### config.mk
export PLATFORM = sky130hd
export DESIGN_NAME = traffic_light_monitor
export DESIGN_NICKNAME = d
export VERILOG_FILES = /design/src/rtl/traffic_light_monitor.sv
export SDC_FILE = /design/constraint.sdc
export NUM_CORES = 1
export LEC_CHECK = 0
export CAP_MARGIN = 10
export CORE_MARGIN = 4
export CORE_UTILIZATION = 48
export CTS_CLUSTER_SIZE = 24
export DETAILED_ROUTE_END_ITERATION = 16
export HOLD_SLACK_MARGIN = 0.02
export PLACE_DENSITY_LB_ADDON = 0.2
export SETUP_SLACK_MARGIN = 0.2
export SYNTH_ARGS = -nofsm -noshare
export SYNTH_HDL_FRONTEND = slang
export SYNTH_SLANG_ARGS = --single-unit
### constraint.sdc
create_clock -name clk -period 2.9 [get_ports clk]
set_input_delay 0.29 -clock clk [delete_from_list [all_inputs] [get_ports clk]]
set_output_delay 0.29 -clock clk [all_outputs]
set_load 0.05 [all_outputs]
### src/rtl/traffic_light_monitor.sv
// Passive checker of the NS/EW lamp buses: decodes each ticked sample into a phase
// and flags illegal, conflicting, out-of-order and mistimed phases.
// Latency: one clk edge per tick sample. Backpressure: none; it only observes.
module traffic_light_monitor #(
    parameter int GREEN_TICKS  = 6,
    parameter int YELLOW_TICKS = 2,
    parameter int ALLRED_TICKS = 2,
    parameter int TOL          = 0
) (
    input  logic       clk,
    input  logic       reset,
    input  logic       tick,
    input  logic       clear,
    input  logic [2:0] ns_light,
    input  logic [2:0] ew_light,
    output logic       fault,
    output logic [2:0] fault_code,
    output logic [7:0] fault_count,
    output logic [2:0] phase,
    output logic       synced,
    output logic [7:0] cycle_count
);

    typedef enum logic [2:0] {
        P0    = 3'd0,
        P1    = 3'd1,
        P2    = 3'd2,
        P3    = 3'd3,
        P4    = 3'd4,
        P5    = 3'd5,
        P_UNK = 3'd7
    } phase_t;

    localparam logic [2:0] C_NONE     = 3'd0;
    localparam logic [2:0] C_ILLEGAL  = 3'd1;
    localparam logic [2:0] C_CONFLICT = 3'd2;
    localparam logic [2:0] C_BADSEQ   = 3'd3;
    localparam logic [2:0] C_SHORT    = 3'd4;
    localparam logic [2:0] C_LONG     = 3'd5;

    phase_t     phase_q, phase_n, obs, succ;
    logic [3:0] dwell_q, dwell_n;
    logic       long_q, long_n;
    logic       synced_n;
    logic       cyc_inc;
    logic [2:0] code_n;
    logic       ns_ok, ew_ok, ns_red, ew_red;

    function automatic int exp_dwell(input phase_t p);
        case (p)
            P0, P3:  exp_dwell = GREEN_TICKS;
            P1, P4:  exp_dwell = YELLOW_TICKS;
            default: exp_dwell = ALLRED_TICKS;
        endcase
    endfunction

    always_comb begin
        ns_ok  = (ns_light == 3'b001) || (ns_light == 3'b010) || (ns_light == 3'b100);
        ew_ok  = (ew_light == 3'b001) || (ew_light == 3'b010) || (ew_light == 3'b100);
        ns_red = (ns_light == 3'b100);
        ew_red = (ew_light == 3'b100);
        succ   = (phase_q == P5) ? P0 : phase_t'(phase_q + 3'd1);

        // All-red is ambiguous; only a synced tracker coming out of EW traffic calls it P5.
        if (ew_red && ns_light == 3'b001)      obs = P0;
        else if (ew_red && ns_light == 3'b010) obs = P1;
        else if (ns_red && ew_light == 3'b001) obs = P3;
        else if (ns_red && ew_light == 3'b010) obs = P4;
        else if (synced && (phase_q == P4 || phase_q == P5)) obs = P5;
        else                                    obs = P2;
    end

    always_comb begin
        code_n   = C_NONE;
        phase_n  = phase_q;
        dwell_n  = dwell_q;
        synced_n = synced;
        long_n   = long_q;
        cyc_inc  = 1'b0;
        if (tick) begin
            if (!(ns_ok && ew_ok) || (!ns_red && !ew_red)) begin
                code_n   = (!(ns_ok && ew_ok)) ? C_ILLEGAL : C_CONFLICT;
                phase_n  = P_UNK;
                dwell_n  = 4'd0;
                synced_n = 1'b0;
                long_n   = 1'b0;
            end else if (phase_q == P_UNK) begin
                phase_n  = obs;
                dwell_n  = 4'd1;
                synced_n = 1'b0;
                long_n   = 1'b0;
            end else if (obs == phase_q) begin
                dwell_n = (dwell_q == 4'd15) ? 4'd15 : dwell_q + 4'd1;
                if (synced && !long_q &&
                    int'(dwell_n) >= exp_dwell(phase_q) + TOL + 1) begin
                    code_n = C_LONG;
                    long_n = 1'b1;
                end
            end else begin
                if (obs == succ) begin
                    if (synced && int'(dwell_q) < exp_dwell(phase_q) - TOL)
                        code_n = C_SHORT;
                    synced_n = 1'b1;
                end else begin
                    if (synced)
                        code_n = C_BADSEQ;
                    synced_n = 1'b0;
                end
                cyc_inc = (phase_q == P5) && (obs == P0);
                phase_n = obs;
                dwell_n = 4'd1;
                long_n  = 1'b0;
            end
        end
    end

    always_ff @(posedge clk or posedge reset) begin
        if (reset) begin
            phase_q     <= P_UNK;
            dwell_q     <= 4'd0;
            long_q      <= 1'b0;
            synced      <= 1'b0;
            fault       <= 1'b0;
            fault_code  <= 3'd0;
            fault_count <= 8'd0;
            cycle_count <= 8'd0;
        end else begin
            if (cyc_inc)
                cycle_count <= cycle_count + 8'd1;
            if (clear) begin
                // A fault seen on the clearing sample survives as the first new fault.
                phase_q     <= P_UNK;
                dwell_q     <= 4'd0;
                long_q      <= 1'b0;
                synced      <= 1'b0;
                fault       <= (code_n != C_NONE);
                fault_code  <= code_n;
                fault_count <= (code_n != C_NONE) ? 8'd1 : 8'd0;
            end else begin
                phase_q <= phase_n;
                dwell_q <= dwell_n;
                long_q  <= long_n;
                synced  <= synced_n;
                if (code_n != C_NONE) begin
                    fault <= 1'b1;
                    if (!fault)
                        fault_code <= code_n;
                    if (fault_count != 8'd255)
                        fault_count <= fault_count + 8'd1;
                end
            end
        end
    end

    assign phase = phase_q;

endmodule
Yosys cells after proc, flatten, opt, wreduce, memory -nomap -nowiden
Index checks and enable logic that the tools add are counted.
{ "word_totals": {"reg_bits": 29, "latch_bits": 0, "mem_bits_rw": 0, "mem_bits_ro": 0, "inputBits": 10, "out_inout_bits": 24, "elab_cells": 125, "n_memories": 0} }
{ "op_classes": {"n_addsub": 5, "n_mul": 0, "div": 0, "n_lt_le_gt_ge": 2, "eq_ne": 17, "shift": 0, "mux": 61, "bitwise": 0, "n_reduce_logical": 32} }
{ "ops": {"columns": ["op", "count"], "rows": [
  ["32-bit two-way mux", 9],
  ["3-bit two-way mux", 22],
  ["32-bit by 2-bit adder with 32-bit output, second input constant", 1],
  ["5-bit by 32-bit >= comparator with 1-bit output", 1],
  ["5-bit by 32-bit less-than comparator with 1-bit output", 1],
  ["4-bit two-way mux", 6],
  ["8-bit two-way mux", 3],
  ["1-bit two-way mux", 19],
  ["8-bit by 1-bit adder with 8-bit output, second input constant", 2],
  ["3-bit equality test, second input constant", 5],
  ["1-bit logical AND", 11],
  ["3-bit by 2-bit equality test with 1-bit output, second input constant", 3],
  ["8-bit != test, second input constant", 1],
  ["2-bit AND reduction", 4],
  ["3-bit by 1-bit equality test with 1-bit output, second input constant", 2],
  ["3-bit equality test", 2],
  ["3-bit logical NOT", 2],
  ["1-bit logical OR", 6],
  ["2-bit nonzero test", 3],
  ["5-bit by 4-bit != test with 1-bit output, second input constant", 1],
  ["4-bit by 1-bit adder with 4-bit output, second input constant", 1],
  ["4-bit equality test, second input constant", 1],
  ["1-bit logical NOT", 4],
  ["2-bit two-way mux", 2],
  ["other kinds (5)", 5]
]} }

Longest topological paths before layout
{ "depth": {"word_depth": 25, "ltp_mapped": 12, "ltp_nobuf": 11} }

Worst setup path after synthesis
Ideal clock, no wire load.
{ "synth_timing": {"path_type": "reg-to-reg", "from": "register phase_q[0] (netlist: phase[0])", "to": "register fault_count[3]", "setup_ns": 0.128, "arrival_ns": 3.269, "t_required_ns": 2.772, "path_slack_ns": -0.497, "path_stages_with_launch": 10, "n_path_buf": 1, "period_less_slack_ns": 3.397, "path_cell_list": "dfstp_2 > clkbuf_1 > and2_1 > ha_1 > nor2_1 > ha_1 > a2111oi_0 > a32oi_4 > a21oi_1 > mux2_1"} }
{ "synth_via": {"elab_chain_cells": 19, "word_cells_on_any_way": 42, "classes_between": "add/sub: 2; order compare: 2; eq/ne: 6; mux: 23; reduce/logical: 9"} }
{ "synth_lines": {"columns": ["item", "line_no", "source"], "rows": [
  ["start, declared", "41", "phase_t phase_q, phase_n, obs, succ;"],
  ["start signal, assigned", "140", "phase_q <= phase_n;"],
  ["parallel branches: the longest is 13 deep, another holds 32-bit by 2-bit adder with 32-bit output", null, null],
  ["3-bit two-way mux (*)", "87", "end else if (phase_q == P_UNK) begin"],
  ["3-bit two-way mux (*)", "81", "if (!(ns_ok && ew_ok) || (!ns_red && !ew_red)) begin"],
  ["3-bit two-way mux (*)", "80", "if (tick) begin"],
  ["3-bit nonzero test (*)", "144", "if (code_n != C_NONE) begin"],
  ["2-bit nonzero test (no source line) (*)", null, null],
  ["2-bit AND reduction (no source line) (*)", null, null],
  ["end signal, assigned", "138", "fault_count <= (code_n != C_NONE) ? 8'd1 : 8'd0;"],
  ["end signal, assigned", "149", "fault_count <= fault_count + 8'd1;"],
  ["end, declared", "18", "output logic [7:0] fault_count,"]
]} }
Every way passes the cells marked *. The select of a mux whose other input is x is not followed.
A chain may end at the register's enable or synchronous reset.

Worst setup path in the final report
{ "layout_timing": {"from": "input ew_light[0]", "to": "register fault_count[3]"} }
{ "layout_via": {"elab_chain_cells": 15, "word_cells_on_any_way": 29, "classes_between": "eq/ne: 5; mux: 10; reduce/logical: 14"} }
{ "layout_lines": {"columns": ["item", "line_no", "source"], "rows": [
  ["start, declared", "15", "input logic [2:0] ew_light,"],
  ["3-bit by 2-bit equality test with 1-bit output", "59, 68", null],
  ["1-bit logical AND", "68", "else if (ns_red && ew_light == 3'b010) obs = P4;"],
  ["3-bit two-way mux", "68", null],
  ["3-bit two-way mux", "67", "else if (ns_red && ew_light == 3'b001) obs = P3;"],
  ["3-bit two-way mux", "66", "else if (ew_red && ns_light == 3'b010) obs = P1;"],
  ["3-bit two-way mux", "65", "if (ew_red && ns_light == 3'b001) obs = P0;"],
  ["3-bit equality test", "100", "if (obs == succ) begin"],
  ["3-bit two-way mux", "100", null],
  ["3-bit two-way mux", "92", "end else if (obs == phase_q) begin"],
  ["3-bit two-way mux", "87", null],
  ["3-bit two-way mux (*)", "81", null],
  ["3-bit two-way mux (*)", "80", null],
  ["3-bit nonzero test (*)", "144", null],
  ["2-bit nonzero test (no source line) (*)", null, null],
  ["2-bit AND reduction (no source line) (*)", null, null]
]} }
Every way passes the cells marked *; elsewhere a longest branch is shown, timed or not.

==> summary.md <==
## Global route
• **met1 GRT Util** 25.28%
• **met3 usage in global routing** 5.746%
• **wire length of the first global-routing pass** 8.611 mm
• **number of antenna violations at the first check in global routing** 0
• **busiest grt layer** met2
• **pin count of the biggest net entering global routing** 30
• **total congestion overflow after global routing** 0
• **GR Layer Usage met2** 33.76%
• **total global-route track usage** 20.32%
• **number of global-route vias before repair** 1882

## Final layout
• **number of non-filler instances in the completed layout** 336
• **number of antenna diodes** 0
• **area growth from synthesis to layout** 38.51%
• **number of nets in the layout** 302
• **Post-Route Utilization** 70.15%
• **most common cell after layout, fill and taps aside** clkdlybuf4s50_1
• **most used cells in the layout excluding fill and tap cells** clkdlybuf4s50_1 (30), buf_4 (29), dfrtp_1 (26)
• **fraction of layout instances using a drive strength above 1** 24.48%

## Drt
• **total length of routed wires** 5.140 mm
• **Antenna Nets Post-Route** 0
• **number of DRC markers after the initial detailed-route iteration** 107
• **first-pass iteration count of the detailed router** 4
• **Via Count** 1918
• **via density per instance** 5.708
• **routed len/inst** 15.30 µm
• **# DRC** 0

## Placed design
• **routability-driven placement congestion ratio** 0.8675
• **Port Buffers** 33
• **cell count after placement** 323
• **worst setup slack before clock tree synthesis** -112.4 ps
• **HPWL after detailed placement** 3.745 mm

## CTS
• **Max Buffers Root-to-Sink** 2
• **total of hold buffers inserted after clock tree synthesis** 0
• **TritonCTS clock tree** done
• **number of levels the H-tree was split into** 2
• **number of buffers created by CTS** 5
• **worst-skew pair later-pin latency** 290 ps
• **number of sinks handled by clock tree synthesis** 29
• **clock slew seen by the registers of the worst setup and hold paths** 70 ps
• **Root Buffer** clkbuf_8

## Timing
• **worst slack on hold paths** 378.8 ps
• **minimum clock period after layout** 2594 ps
• **RSZ-0062 raised after global routing** true
• **Final Worst Setup Slack** 305.6 ps
• **timing-limited maximum frequency** 385.4 MHz
• **final hold vios** 0
• **aggregate negative setup slack** 0 ps
• **Final Max Slew Viols** 0
• **Max-slew headroom** 65.32%
• **period utilization** 89.46%
• **Final setup viols** 0
• **actual transition at the worst max-transition pin** 518.5 ps
• **Fin Clk Skew** 6.453 ps

## Critical path
• **kind of launch point of the worst setup path** input pin
• **category of the most critical setup path** in2reg
• **required time reported for the critical path endpoint** 3070 ps
• **element type at the critical path end** flop
• **delay of the slowest cell on the worst path** 530 ps
• **list of cells traversed by the critical path** clkdlybuf4s50_1 -> nor4b_4 -> nand2_1 -> o211a_1 -> a221oi_4 -> nand2b_4 -> o221ai_4 -> a21oi_1 -> mux2_1
• **Data arrival, critical path** 2760 ps
• **highest-delay cell along the critical path** clkdlybuf4s50_1
• **Max FO, Critical Path** 7

## Floorplan
• **starting utilization of the core area** 50.64%
• **placeable core area** 0.004086 mm²
• **site row count** 23
• **number of top-level pins** 34
• **Die Y-Extent** 73.66 µm
• **die footprint** 0.005426 mm²
• **horizontal die dimension** 73.66 µm

## Synth
• **Seq/Total Area, Yosys** 35.25%
• **cell count after synthesis** 221
• **synthesized area per cell** 9.364 µm²
• **number of distinct library cells after synthesis** 61
• **fraction of registers with async set or reset after synthesis** 100.0%
• **flop and latch count out of synthesis** 29
• **post-synthesis net count** 238
• **primary flip-flop cell chosen by synthesis mapping** dfrtp_1
• **Mapped Area** 0.002069 mm²
• **EDFF count, synth** 0
• **warning count from the yosys run** 0

## Pwr
• **power per standard cell area** 330.8 mW/mm²
• **worst vdd rail ir drop** 0.2203 mV
• **Lkg Pwr** 0.001232 µW

## Outcome
• **outcome** completed

## Job
• **max cap viols** 0

## Worst hold path
• **worst min-delay path class** in2async

## logic make-up (layout without fill, tap and decap cells)
group           count (synthesis)  after routing  share of synthesized area [%]
fa+ha+maj                       7              7                          4.232
mux                             7              7                          3.627
flops                          29             29                          35.25
compound gates                 56             56                          21.52
xor+xnor                       11             11                          5.381
buf+inv                        14             79                          2.539
simple gates                   97             97                          27.45
## layout make-up
type / instances / area (µm²)
multi-input cells: 178 / 1399
fillers: 328 / 1220
flip-flops and latches: 29 / 729.5
repair buffers: 62 / 555.5
clock buffers: 5 / 68.82
well taps: 50 / 62.56
inverters: 9 / 33.78
clock inverters: 3 / 17.52
## cells in the mapped netlist, types with 2 or more instances
cell	number	share of area [%]
mux2i_1	3	1.5
xnor2_1	5	2.1
dfstp_2	3	3.8
nor2b_1	7	2.1
nand3_1	6	1.5
o21bai_1	2	0.73
and2_1	4	1.2
nand2_1	14	2.5
nor3_1	3	0.73
o21ai_0	8	1.9
nand2b_1	11	3.3
inv_1	9	1.6
mux2_1	3	1.6
a21oi_1	17	4.1
nor4b_2	2	1.5
nand3b_1	4	1.5
and3_1	3	0.91
xor2_1	4	1.7
ha_1	7	4.2
clkbuf_1	5	0.91
dfrtp_1	26	31
and3b_1	2	0.85
o31ai_1	2	0.73
nor2_1	24	4.4
a211oi_1	5	1.8
nand4_1	7	2.1
## power by group
group	total [µW]	internal, µW	switching [µW]
Combinational	182	76.9	105
Sequential	423	414	9.66
Clock	343	166	177
## through the flow
| stage | area [µm²] | total power [µW] |
|---|---|---|
| 3_3_place_gp | 2646 | 599.4 |
| 5_1_grt | 2867 | 990.5 |
| 6_report | 2867 | 948.3 |
| 4_1_cts | 2741 | 946.5 |
| 2_1_floorplan | 2102 | 530.4 |
| 3_5_place_dp | 2646 | 602.5 |
## worst paths after layout
kind                                              end                       start  cells past startpoint  slack (ps)
max                        fault_count[3]$_DFFE_PP0P_                 ew_light[0]                      9         310
min                        fault_count[4]$_DFFE_PP0P_                       reset                      3         380
max reg2reg                fault_count[3]$_DFFE_PP0P_        phase[1]$_DFFE_PP1P_                      8         310
min reg2reg                cycle_count[7]$_DFFE_PP0P_  cycle_count[7]$_DFFE_PP0P_                      1         460
max in group asynchronous        phase[0]$_DFFE_PP1P_                       reset                      3        2210
min in group clk           cycle_count[7]$_DFFE_PP0P_  cycle_count[7]$_DFFE_PP0P_                      1         460
## sequential cells by signal, summed over array words and instances, names as in the netlist
signal / flops
cycle_count: 8
dwell_q: 4
fault: 1
fault_code: 3
fault_count: 8
long_q: 1
phase: 3
synced: 1
## worst max-delay path: cells and delay by family
family | cells | cell delay [ps]
buffers and inverters | 1 | 530
AND/OR/NAND/NOR | 3 | 720
AO/OA/AOI/OAI | 4 | 870
multiplexers | 1 | 340
## per-layer routing
layer  vias up  share of wire (%)
li1        931                  -
met3        12                5.2
met1       916                 43
met4         0                2.0
met5         -                  0
met2        59                 50
## what timing repair did
| item | in CTS | in global routing |
|---|---|---|
| endpoints found under the setup margin | 2 | 16 |
| resized for setup | 1 | 18 |
| setup buffers | 0 | 5 |
| pin swaps | 0 | 2 |
No activity file was read; power rests on OpenSTA's default activity.
